`src/rtl/gemm_result_writeback.sv`:
```
// C-block writeback: captures accumulator results with their block address,
// buffers them in a small FIFO and drains them to the C SRAM via req/gnt.
module gemm_result_writeback #(
  parameter int unsigned AddrWidth = 16,
  parameter int unsigned DataWidth = 256,
  parameter int unsigned FifoDepth = 4
) (
  input  logic                           clk_i,
  input  logic                           rst_ni,
  input  logic                           start_i,
  input  logic                           clear_i,
  input  logic                           result_valid_i,
  input  logic [DataWidth-1:0]           result_data_i,
  input  logic [AddrWidth-1:0]           M_count_i,
  input  logic [AddrWidth-1:0]           N_count_i,
  input  logic [AddrWidth-1:0]           N_size_i,
  input  logic [AddrWidth-1:0]           base_addr_i,
  input  logic                           done_i,
  output logic                           sram_req_o,
  input  logic                           sram_gnt_i,
  output logic [AddrWidth-1:0]           sram_addr_o,
  output logic [DataWidth-1:0]           sram_wdata_o,
  output logic                           sram_we_o,
  output logic                           busy_o,
  output logic                           wb_done_o,
  output logic                           overflow_o,
  output logic [$clog2(FifoDepth):0]     fill_o
);
  localparam int unsigned PtrW = $clog2(FifoDepth);
  localparam logic [PtrW:0]   Depth   = (PtrW+1)'(FifoDepth);
  localparam logic [PtrW:0]   CntOne  = (PtrW+1)'(1);
  localparam logic [PtrW-1:0] PtrOne  = PtrW'(1);

  typedef struct packed {
    logic [AddrWidth-1:0] addr;
    logic [DataWidth-1:0] data;
  } entry_t;

  typedef enum logic [1:0] {Idle, Active, Drain, Done} state_e;

  state_e          state_q, state_d;
  entry_t          mem_q [FifoDepth];
  entry_t          head;
  logic [PtrW-1:0] wptr_q, rptr_q;
  logic [PtrW:0]   cnt_q, cnt_d;
  logic            ovf_q, ovf_d;
  logic            full, pop, push, drop, wr_en;
  logic [2*AddrWidth-1:0] prod;
  logic [AddrWidth-1:0]   push_addr;

  // Full product kept wide; only the low half feeds the address (silent wrap).
  assign prod      = (2*AddrWidth)'(M_count_i) * (2*AddrWidth)'(N_size_i);
  assign push_addr = base_addr_i + prod[AddrWidth-1:0] + N_count_i;

  assign full  = (cnt_q == Depth);
  assign pop   = (cnt_q != '0) && sram_gnt_i;
  assign push  = result_valid_i && (!full || pop);
  assign drop  = result_valid_i && full && !pop;
  assign wr_en = push && !clear_i;

  always_comb begin
    cnt_d = cnt_q;
    if (clear_i)          cnt_d = '0;
    else if (push && !pop) cnt_d = cnt_q + CntOne;
    else if (pop && !push) cnt_d = cnt_q - CntOne;
  end

  always_ff @(posedge clk_i) begin
    if (wr_en) mem_q[wptr_q] <= '{addr: push_addr, data: result_data_i};
  end

  always_ff @(posedge clk_i or negedge rst_ni) begin
    if (!rst_ni) begin
      wptr_q  <= '0;
      rptr_q  <= '0;
      cnt_q   <= '0;
      ovf_q   <= 1'b0;
      state_q <= Idle;
    end else begin
      cnt_q   <= cnt_d;
      ovf_q   <= ovf_d;
      state_q <= state_d;
      if (clear_i) begin
        wptr_q <= '0;
        rptr_q <= '0;
      end else begin
        if (push) wptr_q <= wptr_q + PtrOne;
        if (pop)  rptr_q <= rptr_q + PtrOne;
      end
    end
  end

  always_comb begin
    state_d = state_q;
    unique case (state_q)
      Idle:   if (start_i) state_d = Active;
      Active: if (done_i) state_d = Drain;
      Drain:  if (cnt_d == '0) state_d = Done;
      Done:   state_d = Idle;
      default: state_d = Idle;
    endcase
    if (clear_i) state_d = Idle;
  end

  // A drop in the same cycle as a new start belongs to the new job, so set wins.
  always_comb begin
    ovf_d = ovf_q;
    if (clear_i)                          ovf_d = 1'b0;
    else if (drop)                        ovf_d = 1'b1;
    else if (state_q == Idle && start_i)  ovf_d = 1'b0;
  end

  assign head         = mem_q[rptr_q];
  assign sram_req_o   = (cnt_q != '0);
  assign sram_we_o    = sram_req_o;
  assign sram_addr_o  = sram_req_o ? head.addr : '0;
  assign sram_wdata_o = sram_req_o ? head.data : '0;
  assign busy_o       = (state_q != Idle);
  assign wb_done_o    = (state_q == Done);
  assign overflow_o   = ovf_q;
  assign fill_o       = cnt_q;
endmodule
```
`config.mk`:
```
export PLATFORM = sky130hd
export DESIGN_NAME = gemm_result_writeback
export DESIGN_NICKNAME = d
export VERILOG_FILES = /design/src/rtl/gemm_result_writeback.sv
export SDC_FILE = /design/constraint.sdc
export NUM_CORES = 1
export LEC_CHECK = 0
export ABC_AREA = 0
export ABC_CLOCK_PERIOD_IN_PS = 15150
export BUFFER_PORTS_ARGS = -buffer_cell sky130_fd_sc_hd__buf_2
export CORE_UTILIZATION = 30
export DETAILED_ROUTE_END_ITERATION = 10
export SYNTH_ARGS = -nofsm -noshare
export SYNTH_HDL_FRONTEND = slang
export SYNTH_SLANG_ARGS = --single-unit
```
`constraint.sdc`:
```
create_clock -name clk_i -period 15.15 [get_ports clk_i]
set_clock_uncertainty 0.05 [all_clocks]
set_input_delay 3.03 -clock clk_i [delete_from_list [all_inputs] [get_ports clk_i]]
set_output_delay 3.03 -clock clk_i [all_outputs]
set_load 0.02 [all_outputs]
```
==> flow_metrics.env <==
export IMPL_max_cap_violations=0
export IMPL_slowest_stage="buf_4"
export IMPL_synth_edff_count=1088
export IMPL_multiInputGateArea_mm2=0.0124
export IMPL_drtIter0Drc=1263
export IMPL_post_synth_top_area_cell="edfxtp_1"
export IMPL_grtUsageTotal=0.135
export IMPL_ir_worst_vdd_mv=0.140
export IMPL_timing_rr_start="fill_o[1]"
export IMPL_drtAntennaViolNets=0
export IMPL_rsz0062_at_grt="false"
export IMPL_nets=3509
export IMPL_final_cell_count_no_fill=5165
export IMPL_syn_instance_count=2371
export IMPL_path_cells="buf_4, buf_4, mux4_2, and2_1, buf_2"
export IMPL_die_area_mm2=0.156
export IMPL_cp_startpoint="rptr_q[0]"
export IMPL_cts_buffers=118
export IMPL_cts_sinks=1098
export IMPL_hold_start="overflow_o"
export IMPL_reg2reg_slack_ns=10.64
export IMPL_ctsHtreeMaxLevel=3
export IMPL_timing_fmax_ghz=0.135
export IMPL_tritoncts="done"
export IMPL_hpwl_um=68900
export IMPL_hold_end="overflow_o"
export IMPL_root_buffer="clkbuf_16"
export IMPL_hold_buffers=0
export IMPL_critPathMaxFanout=45
export IMPL_antenna_found_initial=31
export IMPL_finalHoldViolations=0
export IMPL_die_w_um=395
export IMPL_critPathLaunchType="register"
export IMPL_power_mw=10.5
export IMPL_ff2ff_path_depth=8
export IMPL_ys_flop_type="edfxtp_1"
export IMPL_cp_data_arrival_time_ns=4.31
export IMPL_seq_area_mm2=0.0329
export IMPL_clk_pin_slew_ns=0.06
export IMPL_power_density_mw_per_mm2=189
export IMPL_cts_setup_buffers=0
export IMPL_dp_cells=4936
export IMPL_wl_um=108000
export IMPL_grt_pass1_vias=24100
export IMPL_finalSetupViolCount=0
export IMPL_finalCritPeriodShare=0.488
export IMPL_grt_pass1_wl_um=158000
export IMPL_postSynth_asyncResetShare=0.00911
export IMPL_portBuffers=606
export IMPL_syn_num_nets=2868
export IMPL_syn2layout_area_growth_pct=19.9
export IMPL_syn_avg_cell_area_um2=19.6
export IMPL_dieHeight_um=395
export IMPL_netlist_area_mm2=0.0464
export IMPL_drv_slew=0
export IMPL_required_ns=12.07
export IMPL_core_mm2=0.154
export IMPL_num_io_pins=607
export IMPL_yosysMostFrequentCell="edfxtp_1"
export IMPL_vias=23400
export IMPL_period_needed_ns=7.39
export IMPL_leakage_nw=19.7
export IMPL_drc=0
export IMPL_grt_remaining_overflow=0
export IMPL_seq_area_frac_synth=0.709
export IMPL_holdWs_ns=0.474
export IMPL_hold_depth=2
export IMPL_gp_congestion=0.794
export IMPL_row_count=144
export IMPL_yosysTopAreaCellShare=0.703
export IMPL_drive_gt1_frac=0.345
export IMPL_synthTopCellsByCount="edfxtp_1 (1088), and2_1 (355), mux4_2 (272)"
export IMPL_fin_ws_ns=7.76
export IMPL_cp_end_kind="output pin"
export IMPL_status="finished clean"
export IMPL_setup_tns_ns=0
export IMPL_drtPass1Iterations=7
export IMPL_critical_path_class="reg2out"
export IMPL_r2r_end="mem_q[0][149]"
export IMPL_synth_cell_types=43
export IMPL_slowest_delay_ns=0.88
export IMPL_synthTopCellsByArea="edfxtp_1 (70%), mux4_2 (13%), and2_1 (4.8%)"
export IMPL_cts_max_path_buffers=3
export IMPL_path_common_cell="buf_4"
export IMPL_viasPerCell=4.53
export IMPL_fill_cells=14500
export IMPL_synth_seq_cells=1098
export IMPL_start_util=0.302
export IMPL_insertion_delay_ns=0.74
export IMPL_grt_max_degree=136
export IMPL_pre_cts_ws_ns=7.12
export IMPL_hold_path_class="reg2reg"
export IMPL_avgRoutedWirePerCell_um=20.8
export IMPL_ys_warnings_count=0
export IMPL_worst_pin_slew_ns=1.18
export IMPL_slew_headroom=0.214
export IMPL_ctsResizeCount=0
[metrics by stage]
step	area [um^2]	utilization
after floorplan	46400	-
after global placement	51900	0.337
after detailed placement	51900	0.337
after CTS	55600	0.362
after global routing	55600	0.362
final	55700	0.362
[cell families after synthesis]
| kind of cell | share of synthesized area |
|---|---|
| DFF | 0.709 |
| buffers and inverters | 0.0245 |
| muxes | 0.132 |
| AOI/OAI and AO/OA | 0.00595 |
| adders and majority gates | 0.0633 |
| xor gates and xnor gates | 0.00886 |
| and+or+nand+nor | 0.0563 |
[routing by layer]
layer,up-vias,track usage,routed length (um)
met5,-,0,256
met4,38,0.0409,2420
met3,193,0.0402,7810
met2,648,0.222,52600
met1,12200,0.171,44500
li1,10300,-,-
[layout by cell type, fill, tap and decap left out, drive strengths merged, types with 3 or more instances in the layout]
| master | Yosys | final |
|---|---|---|
| and2 | 355 | 355 |
| ha | 62 | 62 |
| clkinv | 0 | 57 |
| a21o | 4 | 4 |
| fa | 108 | 108 |
| nand3 | 7 | 7 |
| diode | 0 | 11 |
| edfxtp | 1088 | 1088 |
| inv | 179 | 184 |
| dfrtp | 10 | 10 |
| clkbuf | 53 | 146 |
| buf | 58 | 632 |
| mux4 | 272 | 272 |
| o21ai | 11 | 11 |
| bufinv | 0 | 8 |
| nor2 | 12 | 12 |
| nand2 | 65 | 65 |
| a21oi | 13 | 13 |
| xor2 | 10 | 10 |
| xnor2 | 37 | 37 |
| nand2b | 3 | 3 |
[how the worst max path moves through the flow]
stage                   endpoint  slack [ns]  cells after the start
2_1_floorplan        mem_q[0][0]        4.64                      4
3_3_place_gp       mem_q[1][269]        7.14                     18
3_5_place_dp       mem_q[1][269]        7.12                     18
4_1_cts        sram_wdata_o[101]        7.51                      5
5_1_grt        sram_wdata_o[101]        7.38                      5
6_report       sram_wdata_o[101]        7.76                      5
[worst max-delay path, delay by kind of cell, from the launching register on]
family / cells / cell delay [ns]
buffers and inverters: 3 / 1.92
flip-flops: 1 / 0.79
multiplexers: 1 / 0.58
AND/OR/NAND/NOR: 1 / 0.18
[flip-flops by register name, summed over array words and instances, names as in the netlist]
signal	flops
state_q	2
rptr_q	2
overflow_o	1
fill_o	3
mem_q	1088
wptr_q	2
[power breakdown]
part | switching (mW) | total, mW | internal [mW]
logic | 2.39 | 3.93 | 1.54
registers | 0.0619 | 3.81 | 3.75
clock network | 1.19 | 2.77 | 1.58
total | 3.64 | 10.5 | 6.87
[cell type report]
cell class / instances / share of cell area
Sequential cell: 1098 / 0.592
Multi-Input combinational cell: 983 / 0.223
Timing Repair Buffer: 632 / 0.0591
Clock buffer: 146 / 0.0549
Tap cell: 2044 / 0.0459
Clock inverter: 72 / 0.0130
Inverter: 179 / 0.0121
Antenna cell: 11 / 0.000495
Note: power is estimated with default switching activity, not from simulation.
